[src/rtl/butterfly.sv]
// Radix-2 DIT FFT butterfly with a constant complex twiddle W.
// out1 = A + W*B, out2 = A - W*B; two registered stages, wrap-around arithmetic.
module butterfly #(
  parameter int WIDTH   = 16,
  parameter int w_r     = 2,
  parameter int w_i     = 3,
  parameter int TW_FRAC = 0
) (
  input  logic                    clk,
  input  logic                    rst_n,
  input  logic                    in_valid,
  input  logic signed [WIDTH-1:0] in1_r,
  input  logic signed [WIDTH-1:0] in1_i,
  input  logic signed [WIDTH-1:0] in2_r,
  input  logic signed [WIDTH-1:0] in2_i,
  output logic                    out_valid,
  output logic signed [WIDTH-1:0] out1_r,
  output logic signed [WIDTH-1:0] out1_i,
  output logic signed [WIDTH-1:0] out2_r,
  output logic signed [WIDTH-1:0] out2_i
);

  localparam int PW = 2 * WIDTH + 1;

  // Twiddle components are WIDTH-bit signed values, sign-extended to product width.
  localparam logic signed [WIDTH-1:0] WR_W   = WIDTH'(w_r);
  localparam logic signed [WIDTH-1:0] WI_W   = WIDTH'(w_i);
  localparam logic signed [PW-1:0]    WR_EXT = PW'(WR_W);
  localparam logic signed [PW-1:0]    WI_EXT = PW'(WI_W);

  // Index 0 holds the real component, index 1 the imaginary component.
  logic [1:0][WIDTH-1:0] a_reg;
  logic [1:0][WIDTH-1:0] p_reg;
  logic [1:0][WIDTH-1:0] p_next;
  logic [1:0][WIDTH-1:0] sum_next;
  logic [1:0][WIDTH-1:0] diff_next;
  logic [1:0][WIDTH-1:0] out1_reg;
  logic [1:0][WIDTH-1:0] out2_reg;
  logic                  valid1_reg;
  logic                  valid2_reg;

  logic signed [PW-1:0]  b_r_ext;
  logic signed [PW-1:0]  b_i_ext;
  logic signed [PW-1:0]  prod_r;
  logic signed [PW-1:0]  prod_i;

  // Full-precision complex multiply, floor shift, keep the low WIDTH bits.
  always_comb begin
    b_r_ext   = PW'(in2_r);
    b_i_ext   = PW'(in2_i);
    prod_r    = WR_EXT * b_r_ext - WI_EXT * b_i_ext;
    prod_i    = WR_EXT * b_i_ext + WI_EXT * b_r_ext;
    p_next    = '0;
    p_next[0] = WIDTH'(prod_r >>> TW_FRAC);
    p_next[1] = WIDTH'(prod_i >>> TW_FRAC);
  end

  genvar gi;
  generate
    for (gi = 0; gi < 2; gi++) begin : g_comp
      assign sum_next[gi]  = a_reg[gi] + p_reg[gi];
      assign diff_next[gi] = a_reg[gi] - p_reg[gi];
    end
  endgenerate

  // Data stages load only on a qualified sample, so idle cycles hold the last result.
  always_ff @(posedge clk or negedge rst_n) begin
    if (!rst_n) begin
      a_reg      <= '0;
      p_reg      <= '0;
      out1_reg   <= '0;
      out2_reg   <= '0;
      valid1_reg <= 1'b0;
      valid2_reg <= 1'b0;
    end else begin
      valid1_reg <= in_valid;
      valid2_reg <= valid1_reg;
      if (in_valid) begin
        a_reg <= {in1_i, in1_r};
        p_reg <= p_next;
      end
      if (valid1_reg) begin
        out1_reg <= sum_next;
        out2_reg <= diff_next;
      end
    end
  end

  assign out_valid = valid2_reg;
  assign out1_r    = out1_reg[0];
  assign out1_i    = out1_reg[1];
  assign out2_r    = out2_reg[0];
  assign out2_i    = out2_reg[1];

endmodule

[config.mk]
export PLATFORM = sky130hd
export DESIGN_NAME = butterfly
export DESIGN_NICKNAME = d
export VERILOG_FILES = /design/src/rtl/butterfly.sv
export SDC_FILE = /design/constraint.sdc
export NUM_CORES = 1
export LEC_CHECK = 0
export ABC_AREA = 1
export CAP_MARGIN = 20
export CELL_PAD_IN_SITES_DETAIL_PLACEMENT = 0
export CELL_PAD_IN_SITES_GLOBAL_PLACEMENT = 2
export CORE_AREA = 2 2 186 188
export DETAILED_ROUTE_END_ITERATION = 8
export DIE_AREA = 0 0 188 190
export PLACE_DENSITY = 0.95
export SYNTH_ARGS = -nofsm -noshare
export SYNTH_HDL_FRONTEND = slang
export SYNTH_SLANG_ARGS = --single-unit
[constraint.sdc]
create_clock -name clk -period 4 [get_ports clk]
set_input_delay 1 -clock clk [delete_from_list [all_inputs] [get_ports clk]]
set_output_delay 1 -clock clk [all_outputs]
set_load 0.02 [all_outputs]
==> run_results.csv <==
group,metric,value,unit
timing,period_share,0.860,
power_and_ir_drop,power.internal,4.31,mW
route,via_per_inst,4.48,
worst_setup_path,cp_slowest_cell,"clkdlybuf4s50_1",
timing,rsz0062_at_grt,"no",
placement,io_buffers,131,
cells_and_area,fin_util,0.400,
placement,routabilityCongestion,0.893,
worst_setup_path,worstPathMaxFanout,4,
timing,tightest_slew,0.822,ns
cts,cts_sinks,128,
route,vias,10100,
synth,ys_warn_count,0,
power_and_ir_drop,power_frac_seq,0.253,
cells_and_area,fin_nets,2008,
flow_run,cap_violations,0,
cts,cts_tree,"yes",
run_status,status,"finished, final reports clean",
synth,ys_seq_area_frac,0.283,
grt,antenna_found_initial,0,
worst_setup_path,cp.arrival,3.75,ns
timing,post-route-min-period,3.44,ns
placement,place_hpwl,24.4,mm
synth,synth.largest_area_cell,"dfrtp_1",
timing,fin_skew,0.00950,ns
cells_and_area,finalNonFillerCells,2257,
power_and_ir_drop,swShare,0.460,
floorplan,dieArea,35700,µm²
cts,cts_root_buf,"clkbuf_16",
floorplan,die_h,190,µm
power_and_ir_drop,leakagePower,7.55,nW
grt,grt_pass1_vias,9599,
synth,syn_area_per_cell,6.73,µm²
timing,setup_viol,0,
floorplan,dieWidth,188,µm
synth,synthCells,1679,
cts,cts_buffers,17,
synth,synth_nets,1897,
hold_path,min_path_cells,2,
worst_setup_path,r2r.worst_path.cells,4,
timing,maxSlewViolCount,0,
hold_path,hp-class,"reg -> reg",
cts,clock_latency,0.42,ns
power_and_ir_drop,peakVddDrop,0.000249,V
power_and_ir_drop,power_density,589,nW/µm²
cells_and_area,final_layout_size_suffix_gt1_frac,0.0388,
worst_setup_path,r2r_start,"valid1_reg$_DFF_PN0_",
worst_setup_path,cp_cell_sequence,"clkdlybuf4s50_1 -> ha_1 -> inv_1 -> fa_1 -> inv_1 -> ha_1 -> inv_1 -> fa_1 -> inv_1 -> nand3_1 -> nand2_1 -> nand2_1 -> nand2_1 -> nand2_1 -> nand2_1 -> nand2_1 -> nand3_1 -> nand2_1",
route,drt_iter0_markers,598,
cells_and_area,filler_cell_count,3629,
power_and_ir_drop,power,7.99,mW
synth,synth_area_leaders,"dfrtp_1 (28%), nand2_1 (20%), ha_1 (13%)",
worst_setup_path,critical_path_buf_inv_count,5,
worst_setup_path,worstSetupEndpointType,"flop",
hold_path,holdPathEnd,"out2_i[12]$_DFFE_PN0P_",
worst_setup_path,critPathMaxStageDelay,0.53,ns
floorplan,ioPinCount,132,
route,routedWlPerCell,13.1,µm
grt,grt_pass1_wl,49.0,mm
power_and_ir_drop,p_switching,3.68,mW
cts,holdBufCountCts,0,
cts,cts_buffer_depth,2,
cts,post-cts-setup-buffer-count,0,
worst_setup_path,timing.rr.end,"out2_i[7]$_DFFE_PN0P_",
timing,fmax,0.291,GHz
synth,syn-cell-area,11300,µm²
power_and_ir_drop,p_comb_frac,0.564,
floorplan,rows,68,
floorplan,floorplan.initialDensity,0.333,
route,dr.pass1.iters,5,
grt,grt_usage,0.170,
worst_setup_path,critPathTopFamily,"adder cells",
cts,cts-htree-levels,4,
grt,grt_max_degree,73,
synth,ys_ff_latch,128,
timing,hold_violations,0,
route,drcViolationCount,0,
grt,overflow,0,
synth,synth.distinct_cells,31,
cells_and_area,antennaDiodeCount,0,
timing,slew_headroom,0.451,
hold_path,min_from,"out2_i[12]$_DFFE_PN0P_",
synth,yosysTopAreaCellShare,0.283,
worst_setup_path,criticalPathCategory,"in -> reg",
cts,post_cts_resized,0,
worst_setup_path,timing.reg2reg.setup_slack,1.96,ns
power_and_ir_drop,power.share.clock,0.183,
floorplan,core-area,33900,µm²
cts,clkTransAtPathRegs,0.06,ns
route,routed_wl,29.6,mm
timing,tns,0,ns
worst_setup_path,cp-start-kind,"primary input",
cells_and_area,syn2layout_area_growth,20.1,%
worst_setup_path,crit_path_frequent_cell,"nand2_1",
worst_setup_path,required,4.31,ns
placement,placedCellCount,2226,
route,ant_nets,0,
-- tightest hold or removal path, cell delays in order (launching register included) --
cell	delay (ns)
dfrtp_1	0.34
nand2_1	0.05
nand2_1	0.05
-- cell type report --
class	count	area [µm²]	share of cell area
Tap cell	455	569	0.0420
Inverter	334	1250	0.0924
Sequential cell	128	3200	0.236
Clock buffer	19	443	0.0326
Timing Repair Buffer	139	1380	0.102
Multi-Input combinational cell	1170	6610	0.487
Clock inverter	12	113	0.00830
-- routing by layer --
metal / routed length [µm] / GRT usage / up-vias / part of all wire
li1: - / - / 5348 / -
met2: 12200 / 0.254 / 207 / 0.41
met5: 0 / 0 / - / 0
met3: 1160 / 0.0218 / 20 / 0.039
met1: 15800 / 0.257 / 4530 / 0.53
met4: 384 / 0.0436 / 0 / 0.013
-- power groups by stage --
| stage | combinational (mW) | sequential (mW) | clock, mW |
|---|---|---|---|
| final | 4.51 | 2.02 | 1.46 |
| after global routing | 5.12 | 2.09 | 1.57 |
| after CTS | 4.53 | 2.03 | 1.51 |
| after detailed placement | 4.51 | 2.05 | 0 |
| after global placement | 4.48 | 2.03 | 0 |
| after floorplan | 2.69 | 2.34 | 0 |
-- worst max-delay path by stage --
stage	startpoint	end	slack, ns	cells after the start
finish	in2_r[2]	p_reg[28]$_DFFE_PN0P_	0.56	18
global placement	in2_r[1]	p_reg[28]$_DFFE_PN0P_	0.14	18
floorplan	in2_r[1]	p_reg[28]$_DFFE_PN0P_	0.83	17
CTS	in2_r[1]	p_reg[28]$_DFFE_PN0P_	0.57	18
global route	in2_r[1]	p_reg[28]$_DFFE_PN0P_	0.28	18
detailed placement	in2_r[1]	p_reg[28]$_DFFE_PN0P_	0.10	18
-- layout by cell type (no fill, tap or decap), types with 11 or more instances in the layout --
cell type,n
a21oi_1,57
clkbuf_16,17
clkdlybuf4s50_1,129
dfrtp_1,128
fa_1,30
ha_1,121
inv_1,320
inv_2,13
nand2_1,599
nand3_1,114
nor2_1,79
nor3_1,11
o21ai_0,67
o21bai_1,11
xnor2_1,12
xor2_1,15
-- Yosys cell counts --
cell and instances:
nand2_1 599, inv_1 321, dfrtp_1 128, ha_1 121, nand3_1 114, nor2_1 79, o21ai_0 67, a21oi_1 57
fa_1 30, buf_2 18, clkbuf_1 17, xor2_1 15, inv_2 13, xnor2_1 12, nor3_1 11, o21bai_1 11
buf_4 10, and2_1 9, nand4_1 9, nand3b_1 7, a21oi_2 6, a31oi_1 6, nand2_2 4, nand3_2 3
o21ai_1 3, buf_1 2, nor2_2 2, o22ai_1 2, a21oi_4 1, and3_1 1, or2_4 1
-- stage by stage --
step           hold slack (ns)  worst slack [ns]  area (µm²)
4_1_cts                  0.481             0.565       13600
3_3_place_gp             0.467             0.139       13000
6_report                 0.478             0.558       13600
5_1_grt                  0.498             0.284       13600
3_5_place_dp             0.465             0.104       13000
2_1_floorplan            0.349             0.831       11300
-- cell families after synthesis --
kind of cell / count (synthesis) / synth area share
AOI/OAI and AO/OA: 153 / 0.0741
xor gates and xnor gates: 27 / 0.0209
adders and majority gates: 151 / 0.187
buffers and inverters: 381 / 0.132
DFF: 128 / 0.283
and+or+nand+nor: 839 / 0.303
Note: power is estimated with default switching activity, not from simulation.
